### config.mk
export PLATFORM = sky130hd
export DESIGN_NAME = ofdm_rx_sequencer
export DESIGN_NICKNAME = d
export VERILOG_FILES = /design/src/rtl/ofdm_rx_pkg.sv /design/src/rtl/ofdm_signal_parser.sv /design/src/rtl/ofdm_rx_sequencer.sv
export SDC_FILE = /design/constraint.sdc
export NUM_CORES = 1
export LEC_CHECK = 0
export CAP_MARGIN = 5
export CORE_MARGIN = 4
export CORE_UTILIZATION = 58
export CTS_BUF_LIST = sky130_fd_sc_hd__clkbuf_8 sky130_fd_sc_hd__clkbuf_16
export DETAILED_ROUTE_END_ITERATION = 16
export GPL_TIMING_DRIVEN = 0
export PLACE_DENSITY = 0.9
export SLEW_MARGIN = 10
export SYNTH_ARGS = -nofsm -noshare
export SYNTH_HDL_FRONTEND = slang
export SYNTH_SLANG_ARGS = --single-unit
### constraint.sdc
create_clock -name clock -period 8.9 [get_ports clock]
set_input_delay 1.335 -clock clock [delete_from_list [all_inputs] [get_ports clock]]
set_output_delay 1.335 -clock clock [all_outputs]
set_load 0.03 [all_outputs]
### src/rtl/ofdm_rx_pkg.sv
// Shared types and constants for the OFDM receive packet sequencer.
package ofdm_rx_pkg;

  typedef enum logic [2:0] {
    ST_IDLE,
    ST_SIG_RST,
    ST_SIG_DEC,
    ST_SIG_CHECK,
    ST_DATA_RST,
    ST_DATA_DEC
  } state_t;

  localparam logic [2:0] ERR_NONE    = 3'd0;
  localparam logic [2:0] ERR_RATE    = 3'd1;
  localparam logic [2:0] ERR_PARITY  = 3'd2;
  localparam logic [2:0] ERR_TAIL    = 3'd3;
  localparam logic [2:0] ERR_LENGTH  = 3'd4;
  localparam logic [2:0] ERR_TIMEOUT = 3'd5;
  localparam logic [2:0] ERR_ABORT   = 3'd6;

  localparam logic [7:0]  SIG_RATE_CODE      = 8'h0B;
  localparam logic [31:0] SIG_NUM_BITS       = 32'd24;
  localparam logic [31:0] DATA_OVERHEAD_BITS = 32'd22;

  // DATA field bit budget: 8 bits per PSDU byte plus SERVICE/tail overhead.
  function automatic logic [31:0] data_num_bits(input logic [11:0] len);
    return {17'd0, len, 3'd0} + DATA_OVERHEAD_BITS;
  endfunction

endpackage

### src/rtl/ofdm_signal_parser.sv
// Combinational decode and validation of the 24-bit SIGNAL field.
module ofdm_signal_parser
  import ofdm_rx_pkg::*;
#(
  parameter int unsigned MAX_LEN = 4095
) (
  input  logic [7:0]  b0,
  input  logic [7:0]  b1,
  input  logic [7:0]  b2,
  output logic        ok,
  output logic [2:0]  err_code,
  output logic [3:0]  rate,
  output logic [11:0] len
);

  logic [23:0] word;

  assign word = {b2, b1, b0};

  // Checks are ordered so the highest-priority failure is the one reported.
  always_comb begin
    rate     = word[3:0];
    len      = word[16:5];
    err_code = ERR_NONE;
    if (!word[3])
      err_code = ERR_RATE;
    else if (^word[17:0])
      err_code = ERR_PARITY;
    else if (word[4] || (word[23:18] != '0))
      err_code = ERR_TAIL;
    else if ((len == '0) || ({20'd0, len} > 32'(MAX_LEN)))
      err_code = ERR_LENGTH;
    ok = (err_code == ERR_NONE);
  end

endmodule

### src/rtl/ofdm_rx_sequencer.sv
// Packet-level controller: runs the decoder over SIGNAL, validates it, then
// reconfigures the decoder for DATA and forwards PSDU bytes.
module ofdm_rx_sequencer
  import ofdm_rx_pkg::*;
#(
  parameter int unsigned MAX_LEN = 4095,
  parameter logic [15:0] TIMEOUT = 16'd40000
) (
  input  logic        clock,
  input  logic        reset,
  input  logic        start,
  input  logic        abort,
  output logic        sample_gate,
  output logic        dec_reset,
  output logic [7:0]  dec_rate,
  output logic        dec_do_descramble,
  output logic [31:0] dec_num_bits,
  input  logic [7:0]  dec_byte,
  input  logic        dec_byte_strobe,
  output logic        sig_valid,
  output logic [3:0]  sig_rate,
  output logic [11:0] sig_len,
  output logic        sig_error,
  output logic [2:0]  err_code,
  output logic [7:0]  byte_out,
  output logic        byte_out_strobe,
  output logic        pkt_done,
  output logic        busy
);

  state_t      state, state_next;
  logic [7:0]  b0, b1, b2;
  logic [1:0]  sig_cnt;
  logic [11:0] data_cnt;
  logic        svc_dropped;
  logic [15:0] wd;

  logic        p_ok;
  logic [2:0]  p_err;
  logic [3:0]  p_rate;
  logic [11:0] p_len;

  logic        in_dec, wd_expire;
  logic        load_sig, valid_fire, err_fire, fwd_fire, done_fire;
  logic [2:0]  err_val;

  ofdm_signal_parser #(.MAX_LEN(MAX_LEN)) u_parser (
    .b0       (b0),
    .b1       (b1),
    .b2       (b2),
    .ok       (p_ok),
    .err_code (p_err),
    .rate     (p_rate),
    .len      (p_len)
  );

  assign in_dec      = (state == ST_SIG_DEC) || (state == ST_DATA_DEC);
  assign sample_gate = in_dec;
  assign dec_reset   = (state == ST_SIG_RST) || (state == ST_DATA_RST);
  assign busy        = (state != ST_IDLE);
  // Fires on the edge at which the counter would reach TIMEOUT.
  assign wd_expire   = in_dec && !dec_byte_strobe && (wd == TIMEOUT - 16'd1);

  always_ff @(posedge clock or posedge reset) begin
    if (reset) state <= ST_IDLE;
    else       state <= state_next;
  end

  always_comb begin
    state_next = state;
    load_sig   = 1'b0;
    valid_fire = 1'b0;
    err_fire   = 1'b0;
    err_val    = ERR_NONE;
    fwd_fire   = 1'b0;
    done_fire  = 1'b0;
    case (state)
      ST_IDLE: begin
        if (start) begin
          load_sig   = 1'b1;
          state_next = ST_SIG_RST;
        end
      end
      ST_SIG_RST: state_next = ST_SIG_DEC;
      ST_SIG_DEC: begin
        if (dec_byte_strobe && (sig_cnt == 2'd2)) begin
          state_next = ST_SIG_CHECK;
        end else if (wd_expire) begin
          err_fire   = 1'b1;
          err_val    = ERR_TIMEOUT;
          state_next = ST_IDLE;
        end
      end
      ST_SIG_CHECK: begin
        if (p_ok) begin
          valid_fire = 1'b1;
          state_next = ST_DATA_RST;
        end else begin
          err_fire   = 1'b1;
          err_val    = p_err;
          state_next = ST_IDLE;
        end
      end
      ST_DATA_RST: state_next = ST_DATA_DEC;
      ST_DATA_DEC: begin
        if (dec_byte_strobe) begin
          if (svc_dropped) begin
            fwd_fire = 1'b1;
            if (data_cnt + 12'd1 == sig_len) begin
              done_fire  = 1'b1;
              state_next = ST_IDLE;
            end
          end
        end else if (wd_expire) begin
          err_fire   = 1'b1;
          err_val    = ERR_TIMEOUT;
          state_next = ST_IDLE;
        end
      end
      default: state_next = ST_IDLE;
    endcase
    // Abort overrides every other outcome, including a coincident final byte.
    if ((state != ST_IDLE) && abort) begin
      state_next = ST_IDLE;
      valid_fire = 1'b0;
      fwd_fire   = 1'b0;
      done_fire  = 1'b0;
      err_fire   = 1'b1;
      err_val    = ERR_ABORT;
    end
  end

  always_ff @(posedge clock or posedge reset) begin
    if (reset) begin
      dec_rate          <= SIG_RATE_CODE;
      dec_do_descramble <= 1'b0;
      dec_num_bits      <= '0;
      sig_valid         <= 1'b0;
      sig_rate          <= '0;
      sig_len           <= '0;
      sig_error         <= 1'b0;
      err_code          <= '0;
      byte_out          <= '0;
      byte_out_strobe   <= 1'b0;
      pkt_done          <= 1'b0;
      b0                <= '0;
      b1                <= '0;
      b2                <= '0;
      sig_cnt           <= '0;
      data_cnt          <= '0;
      svc_dropped       <= 1'b0;
      wd                <= '0;
    end else begin
      sig_valid       <= valid_fire;
      sig_error       <= err_fire;
      byte_out_strobe <= fwd_fire;
      pkt_done        <= done_fire;
      if (err_fire) err_code <= err_val;
      if (fwd_fire) byte_out <= dec_byte;

      if (load_sig) begin
        sig_rate          <= '0;
        sig_len           <= '0;
        dec_rate          <= SIG_RATE_CODE;
        dec_do_descramble <= 1'b0;
        dec_num_bits      <= SIG_NUM_BITS;
        sig_cnt           <= '0;
      end

      if ((state == ST_SIG_DEC) && dec_byte_strobe) begin
        case (sig_cnt)
          2'd0:    b0 <= dec_byte;
          2'd1:    b1 <= dec_byte;
          default: b2 <= dec_byte;
        endcase
        sig_cnt <= sig_cnt + 2'd1;
      end

      if (valid_fire) begin
        sig_rate          <= p_rate;
        sig_len           <= p_len;
        dec_rate          <= {4'b0, p_rate};
        dec_do_descramble <= 1'b1;
        dec_num_bits      <= data_num_bits(p_len);
        data_cnt          <= '0;
        svc_dropped       <= 1'b0;
      end

      if ((state == ST_DATA_DEC) && dec_byte_strobe) svc_dropped <= 1'b1;
      if (fwd_fire) data_cnt <= data_cnt + 12'd1;

      if (dec_reset || dec_byte_strobe) wd <= '0;
      else if (in_dec)                  wd <= wd + 16'd1;
    end
  end

endmodule

== Word-level counts from Yosys, hierarchy flattened ==
Cells that the tools add are included.
Storage, ports and cells
  bits in registers: 130
  input port bits: 13
Cells by class
  bitwise logic cells: 1
  reductions and logical operators: 28
  $add $sub $neg: 4
  equality and inequality tests: 12
  mux-type cells: 57
Operators by type and width (number)
  two-way mux 32 bit: 2
  two-way mux 3 bit: 17
  two-way mux 12 bit: 4
  two-way mux 16 bit: 2
  two-way mux 1 bit: 23
  one-hot mux 3 bit (6 select lines): 1
  parity 18 bit: 1
  adder 15 x 5 -> 16 bit, second input constant: 1
  adder 16 x 1 -> 16 bit, second input constant: 1
  == test 16 bit, second input constant: 1
  two-way mux 8 bit: 2
  adder 12 x 1 -> 12 bit, second input constant: 1
  == test 12 bit: 1
  zero test 12 bit: 1
  nonzero test 2 bit: 5
  one-hot mux 3 bit (3 select lines): 1
  two-way mux 4 bit: 2
  == test 3 x 2 -> 1 bit, second input constant: 2
  == test 3 bit, second input constant: 2
  logical AND 1 bit: 6
  zero test 3 bit: 2
  AND reduction 2 bit: 3
  nonzero test 6 bit: 1
  logical OR 1 bit: 4
  15 further kinds: 16

== Longest topological paths before layout ==
  word-level depth: 11
  depth in mapped cells: 9

== Modules after synthesis ==
A second synthesis with hierarchy kept.
Unflattened totals
  cells, all modules: 543
  area, all modules: 5506.5 µm²
Modules (own cells, without submodules)
  ofdm_rx_sequencer: area each 5154.9 µm², cells an instance 497, instances 1
  ofdm_signal_parser: area each 351.6 µm², cells an instance 46, instances 1

== Worst setup path after synthesis ==
OpenSTA, ideal clock, no wires.
  kind: register -> output
  from: register state[0]
  to: output sample_gate
  data arrival time: 1.425 ns
  path slack: 6.140 ns
  buffers on the path: 2
  cell stages (with the launch flop): 5
  path through: dfrtp_1 clkbuf_1 nor3b_1 or2_2 clkbuf_1
On the way
  cells in the longest elaborated chain, start to end: 2
  elaborated cells between the ends (all ways): 3
  classes of those cells: eq/ne (2); reduce/logical (1)
RTL lines
  start, declared: RTL line ofdm_rx_sequencer.sv:31  | state_t state, state_next;
  start signal, assigned: RTL line ofdm_rx_sequencer.sv:66  | else state <= state_next;
  == test 3 x 2 -> 1 bit or == test 3 bit (tied branches): RTL line ofdm_rx_sequencer.sv:57  | assign in_dec = (state == ST_SIG_DEC) || (state == ST_DATA_DEC);
  logical OR 1 bit *: RTL line ofdm_rx_sequencer.sv:57
  end, declared: RTL line ofdm_rx_sequencer.sv:13  | output logic sample_gate,
Every way passes the cells marked *; elsewhere a longest branch is shown, timed or not.

== Worst setup path after layout ==
Same ends and word-level chain as after synthesis.

==> impl_results.md <==
- Synth top area share: 46.9%
- Req. time, crit path: 7.57 ns
- Clock Skews: 0.0272 ns
- Synthesized flop and latch total: 106
- Highest net fanout along the worst path: 10
- Starting Density: 59.4%
- Die boundary width: 105 um
- Via count: 4433
- Share of synthesized area occupied by flip-flops and latches: 48.4%
- FF/Latch Area: 2660 um2
- Post-route DRC: 0
- Share of the clock period used by the worst path after layout: 44.6%
- Peak supply drop: 0.230 mV
- Cell with the most instances after synthesis: sky130_fd_sc_hd__dfrtp_1
- Worst hold path type: reg -> reg
- TritonCTS Sinks: 106
- Count of flip-flops with a built-in enable after synthesis: 0
- Final GP Congestion: 0.913
- Setup CP Type: reg -> out
- Latest clock arrival within the worst-skew pair: 0.38 ns
- Post CTS Setup Buffer Count: 0
- CTS Buf Count: 9
- Number of warning messages in the yosys log: 0
- Flop-to-flop setup slack: 6.11 ns
- Number of top-level design ports: 88
- DRC violation total after the first TritonRoute iteration: 265
- Number of max-cap violations: 0
- Level count of the clock H-tree: 3
- Launching element type of the critical path: flip-flop
- Run status: finished clean
- Number of max-slew violations in the final report: 0
- GRT Overall Usage: 24.3%
- CTS tree: done
- Startpoint of the lowest-slack hold path: byte_out[2]$_DFFE_PP0P_
- Fmax: 0.252 GHz
- Std cell rows: 35
- Cell count of the worst hold path: 2
- Placed Area: 6420 um2
- Syn Std Cell Area: 5490 um2
- Dominant cell type by area after synthesis: sky130_fd_sc_hd__dfrtp_1
- Avg Inst Size Synth: 9.95 um2
- Commonest cells post-synth: sky130_fd_sc_hd__dfrtp_1, sky130_fd_sc_hd__nand2_1, sky130_fd_sc_hd__nand3_1
- Endpoint of the most critical register-to-register path: sig_rate[2]$_DFFE_PP0P_
- Number of instances in the synthesized netlist: 552
- Asr flop ratio synth: 100%
- Die footprint: 11100 um2
- Unrepaired setup endpoints after global routing: false
- Clock transition at the registers of the reported paths: 0.11 ns
- Static leakage: 3.11 nW
- Number of hold violations in the final report: 0
- Launch instance of the worst register-to-register path: b1[1]$_DFFE_PP0P_
- Overall power: 1.55 mW
- IO Port Bufs: 66
- Hold-fix buffers, CTS: 0
- Area added between synthesis and finish: 20.6%
- Total iterations of the first detailed-routing run: 4
- CTS Root Cell: sky130_fd_sc_hd__clkbuf_8
- Detail-routed net length per standard cell: 16.7 um
- Wire length of the first global-routing pass: 21800 um
- Cells on worst reg2reg path: 8
- Longest Clk Path Bufs: 2
- Post-layout min period: 3.97 ns
- Max-Slew Margin vs Limit: 48.7%
- Post-CTS sizing: 0
- Top post-synthesis cells by area: sky130_fd_sc_hd__dfrtp_1, sky130_fd_sc_hd__nand2_1, sky130_fd_sc_hd__mux2_2, sky130_fd_sc_hd__xnor2_1, sky130_fd_sc_hd__nand3_1
- Maximum number of pins on one net before global-route repair: 61
- Utilization of the core after routing: 71.7%
- N_diodes: 0
- Arrival time at the worst endpoint: 2.63 ns
- Post-route ant nets: 0
- Hold worst-path end: byte_out[2]$_DFFE_PP0P_
- Dominant register cell in the synthesized netlist: sky130_fd_sc_hd__dfrtp_1
- First element of the critical path: state[0]$_DFFE_PP0P_
- Worst slew pin tran: 0.770 ns
- Number of vias per cell: 5.65
- Setup Viol. Count Final: 0
- Overflow left after global routing: 0
- Antenna violations before repair: 0
- Kind of end point of the critical path: output pin
- Core Footprint: 9240 um2
- Vertical die dimension: 105 um
- Total Neg Setup Slack: 0 ns
- Area of the multi-input gates: 2570 um2
- Power density over the cells: 234 nW/um2
- Routed wire length: 13100 um
- Share of final-layout standard cells stronger than drive strength 1: 13.6%
- Number of fill cells in the layout: 664
- Detailed-placement wirelength estimate: 9740 um
- Fin nets: 673
- Number of global-route vias before repair: 4461
- Non-Filler Cell Area, Final: 6620 um2
- Yosys cell types: 58
==> sequential cells by signal (all words and copies together) (netlist names) <==
name             cells
wd                  16
dec_num_bits        14
data_cnt            12
sig_len             12
b0                   8
b1                   8
b2                   8
byte_out             8
sig_rate             4
dec_rate             3
err_code             3
state                3
sig_cnt              2
byte_out_strobe      1
pkt_done             1
sig_error            1
sig_valid            1
svc_dropped          1
==> routing by layer <==
metal | global-route usage, % | part of all wire (%) | vias to the layer above
met1 | 31.3 | 42 | 2194
met4 | 7.22 | 1.7 | 0
met3 | 4.90 | 5.6 | 25
li1 | - | - | 2060
met2 | 41.6 | 50 | 154
met5 | 0 | 0 | -
==> area by class of cell <==
cell class,count,share of cell area [%]
clock buffer,9,1.87
multi-input combinational,405,38.8
tap,129,2.44
clock inverter,7,1.23
inverter,14,0.831
timing repair buffer,67,10.4
sequential,106,40.1
buffer,47,4.33
==> through the flow <==
| stage | setup slack, ns | hold slack, ns | instances |
|---|---|---|---|
| detailed placement | 5.21 | 0.462 | 768 |
| finish | 4.93 | 0.491 | 784 |
| CTS | 4.94 | 0.489 | 784 |
| floorplan | 4.78 | 0.469 | 572 |
| global placement | 3.41 | 0.462 | 767 |
| global route | 4.78 | 0.522 | 784 |
==> power by group <==
group,leakage (nW),internal (mW),total [mW],switching (mW)
logic,1.58,0.281,0.611,0.330
clock network,0.104,0.113,0.302,0.189
registers,1.42,0.549,0.635,0.0862
total,3.11,0.944,1.55,0.605
==> critical path, stage by stage, from the launching register on <==
cell and delay [ns]:
sky130_fd_sc_hd__dfrtp_1 0.42, sky130_fd_sc_hd__clkbuf_1 0.23, sky130_fd_sc_hd__nor3b_1 0.40, sky130_fd_sc_hd__or2_2 0.18
sky130_fd_sc_hd__clkbuf_1 0.30, sky130_fd_sc_hd__clkdlybuf4s50_1 0.74
==> cell families after synthesis <==
family	Yosys count	share of synthesized area [%]
and+or+nand+nor	234	21.3
DFF	106	48.4
buffers and inverters	61	6.18
xor gates and xnor gates	48	8.80
AOI/OAI and AO/OA	66	7.68
muxes	26	5.29
other	1	0.0683
adders and majority gates	10	2.28
==> worst max-delay path by stage <==
stage / to / slack [ns] / cells after the start
floorplan: b0[0]$_DFFE_PP0P_ / 4.78 / 1
global placement: data_cnt[8]$_DFFE_PP0P_ / 3.41 / 2
detailed placement: byte_out[3]$_DFFE_PP0P_ / 5.21 / 8
CTS: sample_gate / 4.94 / 5
global route: sample_gate / 4.78 / 5
finish: sample_gate / 4.93 / 5
==> layout by cell type (no fill, tap or decap), types with 16 or more instances in the layout <==
cell type and instances:
sky130_fd_sc_hd__nand3_1 39, sky130_fd_sc_hd__nand2_1 93, sky130_fd_sc_hd__o21ai_0 30, sky130_fd_sc_hd__dfrtp_1 103, sky130_fd_sc_hd__xnor2_1 26, sky130_fd_sc_hd__clkdlybuf4s50_1 66, sky130_fd_sc_hd__and3_1 16, sky130_fd_sc_hd__clkbuf_1 16
sky130_fd_sc_hd__conb_1 21, sky130_fd_sc_hd__xor2_1 17, sky130_fd_sc_hd__mux2_2 24, sky130_fd_sc_hd__buf_4 26, sky130_fd_sc_hd__nor2_1 26
Power figures use the tool's default switching activity.
